File: src/rtl/ahb_cache_arbiter.sv
// Two-master AHB-Lite arbiter between the instruction cache (F) and data cache (M) controllers.
// Holds the grant for whole line fills and steers HREADY to the owner of the pipelined data phase.
module ahb_cache_arbiter (
   input  logic        clk,
   input  logic        reset,
   input  logic        HRequestF,
   input  logic [31:0] HAddrF,
   input  logic        HRequestM,
   input  logic        HWriteM,
   input  logic [31:0] HAddrM,
   input  logic [31:0] HWDataM,
   input  logic        HREADY,
   input  logic [31:0] HRDATA,
   output logic        HRequest,
   output logic [31:0] HADDR,
   output logic        HWRITE,
   output logic [31:0] HWDATA,
   output logic        BusReadyF,
   output logic        BusReadyM,
   output logic [31:0] HRDataF,
   output logic [31:0] HRDataM,
   output logic        GrantF,
   output logic        GrantM
);
   // state   | meaning
   // IDLE    | no owner, bus address phase idle
   // GRANT_F | instruction cache owns the address phase
   // GRANT_M | data cache owns the address phase
   typedef enum logic [1:0] {IDLE, GRANT_F, GRANT_M} state_t;

   state_t state, state_nxt;
   logic   data_valid;
   logic   data_owner;

   always_ff @(posedge clk) begin
      if (reset) begin
         state      <= IDLE;
         data_valid <= 1'b0;
         data_owner <= 1'b0;
      end else begin
         state <= state_nxt;
         if (HREADY) begin
            data_valid <= HRequest;
            data_owner <= (state == GRANT_M);
         end
      end
   end

   // Release only happens once the owner's request has dropped and the bus is ready,
   // so a line fill is never split; the other side wins at release.
   always_comb begin
      state_nxt = state;
      case (state)
         IDLE: begin
            if (HRequestM)      state_nxt = GRANT_M;
            else if (HRequestF) state_nxt = GRANT_F;
         end
         GRANT_F: begin
            if (!HRequestF && HREADY) state_nxt = HRequestM ? GRANT_M : IDLE;
         end
         GRANT_M: begin
            if (!HRequestM && HREADY) state_nxt = HRequestF ? GRANT_F : IDLE;
         end
         default: state_nxt = IDLE;
      endcase
   end

   // Gating with reset keeps the bus quiet while reset is held, even before the first edge.
   assign GrantF    = ~reset & (state == GRANT_F);
   assign GrantM    = ~reset & (state == GRANT_M);
   assign HRequest  = (GrantF & HRequestF) | (GrantM & HRequestM);
   assign HADDR     = GrantM ? HAddrM : HAddrF;
   assign HWRITE    = GrantM & HWriteM & HRequestM;
   assign HWDATA    = HWDataM;
   assign BusReadyF = ~reset & HREADY & data_valid & ~data_owner;
   assign BusReadyM = ~reset & HREADY & data_valid & data_owner;
   assign HRDataF   = HRDATA;
   assign HRDataM   = HRDATA;
endmodule

File: config.mk
export PLATFORM = sky130hd
export DESIGN_NAME = ahb_cache_arbiter
export DESIGN_NICKNAME = d
export VERILOG_FILES = /design/src/rtl/ahb_cache_arbiter.sv
export SDC_FILE = /design/constraint.sdc
export NUM_CORES = 1
export LEC_CHECK = 0
export ABC_CLOCK_PERIOD_IN_PS = 1600
export CORE_AREA = 2 2 104 106
export CTS_BUF_LIST = sky130_fd_sc_hd__clkbuf_16
export CTS_CLUSTER_DIAMETER = 200
export DETAILED_ROUTE_END_ITERATION = 7
export DIE_AREA = 0 0 106 108
export PLACE_DENSITY = 0.61
export SETUP_SLACK_MARGIN = 0.5
export SKIP_CTS_REPAIR_TIMING = 1
export SYNTH_ARGS = -nofsm -noshare
export SYNTH_HDL_FRONTEND = slang
export SYNTH_SLANG_ARGS = --single-unit
File: constraint.sdc
create_clock -name clk -period 1.6 [get_ports clk]
set_clock_uncertainty 0.2 [all_clocks]
set_input_delay 0.16 -clock clk [delete_from_list [all_inputs] [get_ports clk]]
set_output_delay 0.16 -clock clk [all_outputs]
set_load 0.1 [all_outputs]
==> metrics.log <==
INFO  metric min_to = HRDataF[17]
INFO  metric max_stage_delay = ~0.31 ns
INFO  metric r2r-end = data_valid
INFO  metric place_inst = roughly 320
INFO  metric die_width = 106 µm
INFO  metric clockPowerShare = a little over a fifth
INFO  metric syn-mean-instance-area = between 9 and 10 µm²
INFO  metric clkSinkCount = 4
INFO  metric worst_slew_margin_rel = a little over four fifths
INFO  metric hold_viol = 0
INFO  metric critical_path.cell_chain = nor2b_4 > nor2b_4 > buf_12 > clkbuf_16 > mux2_4 > buf_12
INFO  metric fmax = between 400 and 500 MHz
INFO  metric synthTopCellsByCount = buf_4 (96), mux2_4 (28), dfxtp_1 (4), mux2_2 (4)
INFO  metric grt_pass1_wl = ~5500 µm
INFO  metric insertedDiodeCount = 0
INFO  metric detail-route-antenna-nets = 0
INFO  metric cell_int_power = ~1.0 mW
INFO  metric post_route_cells_drive_above_1_share = 56.1%
INFO  metric slew_viol_final = 0
INFO  metric measured_slew_at_the_worst_slew_check_pin = around 0.23 ns
INFO  metric detailed_place_hpwl = between 3000 and 4000 µm
INFO  metric postSynthNetCount = 296
INFO  metric worstReg2RegStart = state[1]
INFO  metric regToRegSetupSlack = 0.09 ns
INFO  metric synth.largest_area_cell = buf_4
INFO  metric synth.most_common_cell = buf_4
INFO  metric max_cap_violations = 0
INFO  metric cellLeakagePower = roughly 1.1 nW
INFO  metric crit_type = reg -> out
INFO  metric slowest_cell_on_the_critical_path = dfxtp_2
INFO  metric ys_seq_area_share = between 5 and 6%
INFO  metric route.vias.total = approximately 1,100
INFO  metric gpl.final_weighted_congestion = between 0.6 and 0.7
INFO  metric floorplan.core_area = approximately 0.01 mm²
INFO  metric outcome = finished with violations
INFO  metric netlist_area = approximately 0.0015 mm²
INFO  metric critPathBufInv = 3
INFO  metric rr_worst_depth = 6
INFO  metric worst_path_dominant_cell_family = buffers and inverters
INFO  metric final.min_clock_period = 2.01 ns
INFO  metric clockRootBuffer = clkbuf_16
INFO  metric synth.top_cell.area_share = roughly 48%
INFO  metric final.period_utilization = 126%
INFO  metric hold_start = HRDATA[17]
INFO  metric routed_wire_length_per_instance = approximately 13 µm
INFO  metric area.growth.synth_to_final = 79.8%
INFO  metric power.switching = between 0.7 and 0.8 mW
INFO  metric grt_antenna_before_repair = 0
INFO  metric finish.cell_count_without_fillers = between 300 and 400
INFO  metric clock_latency = approximately 0.22 ns
INFO  metric vias_per_cell = roughly 3.3
INFO  metric grt_util_all_layers = around 6.1%
INFO  metric dr.pass1.iters = 3
INFO  metric die_h = ~110 µm
INFO  metric finish.instance_area = between 0.002 and 0.003 mm²
INFO  metric initial_utilization = between 10 and 15%
INFO  metric cts_tree = done
INFO  metric rsz0062_at_grt = yes
INFO  metric timing.critical_path.from_type = flop
INFO  metric postSynth.asyncResetShare = 0%
INFO  metric synth.top_cells.by_area = buf_4 (48%), mux2_4 (28%), dfxtp_1 (5.3%), buf_12 (4.0%), mux2_2 (3.0%)
INFO  metric hold-worst-slack = approximately 0.12 ns
INFO  metric clk_path_buf_depth = 2
INFO  metric vias_in_the_first_global_route = about 1,100
INFO  metric crit_path_start = state[1]
INFO  metric yosys_warnings = 0
INFO  metric worst_ir_drop_vdd = between 500 and 600 µV
INFO  metric worst-endpoint-required = 1.24 ns
INFO  metric number_of_enable_type_register_cells_in_the_synthesized_netlist = 0
INFO  metric min_delay_path_depth = 0
INFO  metric worst_setup_path_end_kind = primary output
INFO  metric syn_inst = about 160
INFO  metric htree_num_levels = 1
INFO  metric worstPathArrival = ~1.7 ns
INFO  metric totalWireLength = approximately 4100 µm
INFO  metric maximum_number_of_pins_on_one_net_before_global_route_repair = 24
INFO  metric die_area = between 0.01 and 0.015 mm²
INFO  metric cts_inserted_buffers = 3
INFO  metric grt_overflow = 0
INFO  metric drt_drc_violations_left = 0
INFO  metric power_frac_comb = between 70% and 80%
INFO  metric setup_viol = 35
INFO  metric worst_hold_path_type = in -> out
INFO  metric finalWorstSetupSlack = -0.413 ns
INFO  metric dr.first_iter.drc_count = 8
INFO  metric std_cell_rows = 37
INFO  metric timing.critical_path.fanout_max = 6
INFO  metric failed_checks = setup timing
INFO  metric synth.ff_latch_count = 4
INFO  metric yosys.cell_types.count = 25
INFO  metric sequentialPowerShare = between 6 and 7%
INFO  metric synth_ff_type = dfxtp_1
INFO  metric port-buffer-count = between 100 and 150
INFO  metric p_sw_share = between 40 and 50%
INFO  metric clk_pin_slew_worst_paths = around 0.030 ns
INFO  metric postPlaceCellArea = roughly 0.0025 mm²
INFO  metric num_io_pins = roughly 270
INFO  metric fin_nets = 325
INFO  metric powerDensity = ~650 mW/mm²
-- cells by family (layout without fill, tap and decap cells) --
family / after synthesis / count (layout) / synth area share, %
buf+inv: 104 / 131 / 53.7
mux: 33 / 33 / 31.5
simple gates: 14 / 14 / 6.39
compound gates: 7 / 7 / 3.07
flops: 4 / 4 / 5.31
-- cells in the final DEF (no fill, tap or decap), types with 2 or more instances in the layout --
cell type,Yosys,layout
clkdlybuf4s50_1,0,66
nor2_1,3,2
inv_1,2,2
buf_4,96,10
dfxtp_2,0,3
mux2_2,4,4
buf_12,3,41
clkbuf_16,0,5
a21oi_1,2,2
buf_6,1,4
dlymetal6s2s_1,0,3
mux2_4,28,28
nor2b_4,2,3
-- power by group through the flow --
stage / clock, mW / combinational [mW] / sequential (mW)
2_1_floorplan: 0 / 1.85 / 0.115
3_3_place_gp: 0 / 1.22 / 0.115
3_5_place_dp: 0 / 1.23 / 0.115
4_1_cts: 0.391 / 1.24 / 0.114
5_1_grt: 0.400 / 1.31 / 0.115
6_report: 0.386 / 1.27 / 0.114
-- flip-flops by register name (all words and copies together), names as in the netlist --
name,cells
data_owner,1
data_valid,1
state,2
-- layer usage --
layer  global-route usage, %  up-vias  part of all wire [%]
li1                        -      486                     -
met1                    5.67      485                    33
met2                    11.2       93                    52
met3                    4.04       12                    14
met4                    1.13        0                   1.5
met5                       0        -                     0
-- final cells by class --
type | count | area (µm²)
timing repair buffer | 126 | 1690
sequential | 4 | 83.8
fill | 1071 | 7520
multi-input combinational | 54 | 686
clock buffer | 3 | 75.1
inverter | 2 | 7.51
tap | 136 | 170
-- worst max path at each step --
stage | end | slack (ns) | depth (start not counted)
floorplan | HADDR[23] | -0.17 | 5
global placement | HADDR[23] | -0.33 | 5
detailed placement | HADDR[23] | -0.34 | 5
CTS | HADDR[23] | -0.44 | 5
global route | HADDR[18] | -0.47 | 6
finish | HADDR[18] | -0.41 | 6
-- per-stage QoR --
step / util [%] / setup WS (ns) / setup TNS [ns] / total power, mW
2_1_floorplan: - / -0.171 / -3.35 / 1.97
3_3_place_gp: 24.3 / -0.333 / -10.51 / 1.34
3_5_place_dp: 24.3 / -0.344 / -10.82 / 1.35
4_1_cts: 25.0 / -0.443 / -14.39 / 1.74
5_1_grt: 26.5 / -0.468 / -14.80 / 1.82
6_report: 26.5 / -0.413 / -12.89 / 1.77
Power figures use the tool's default switching activity.
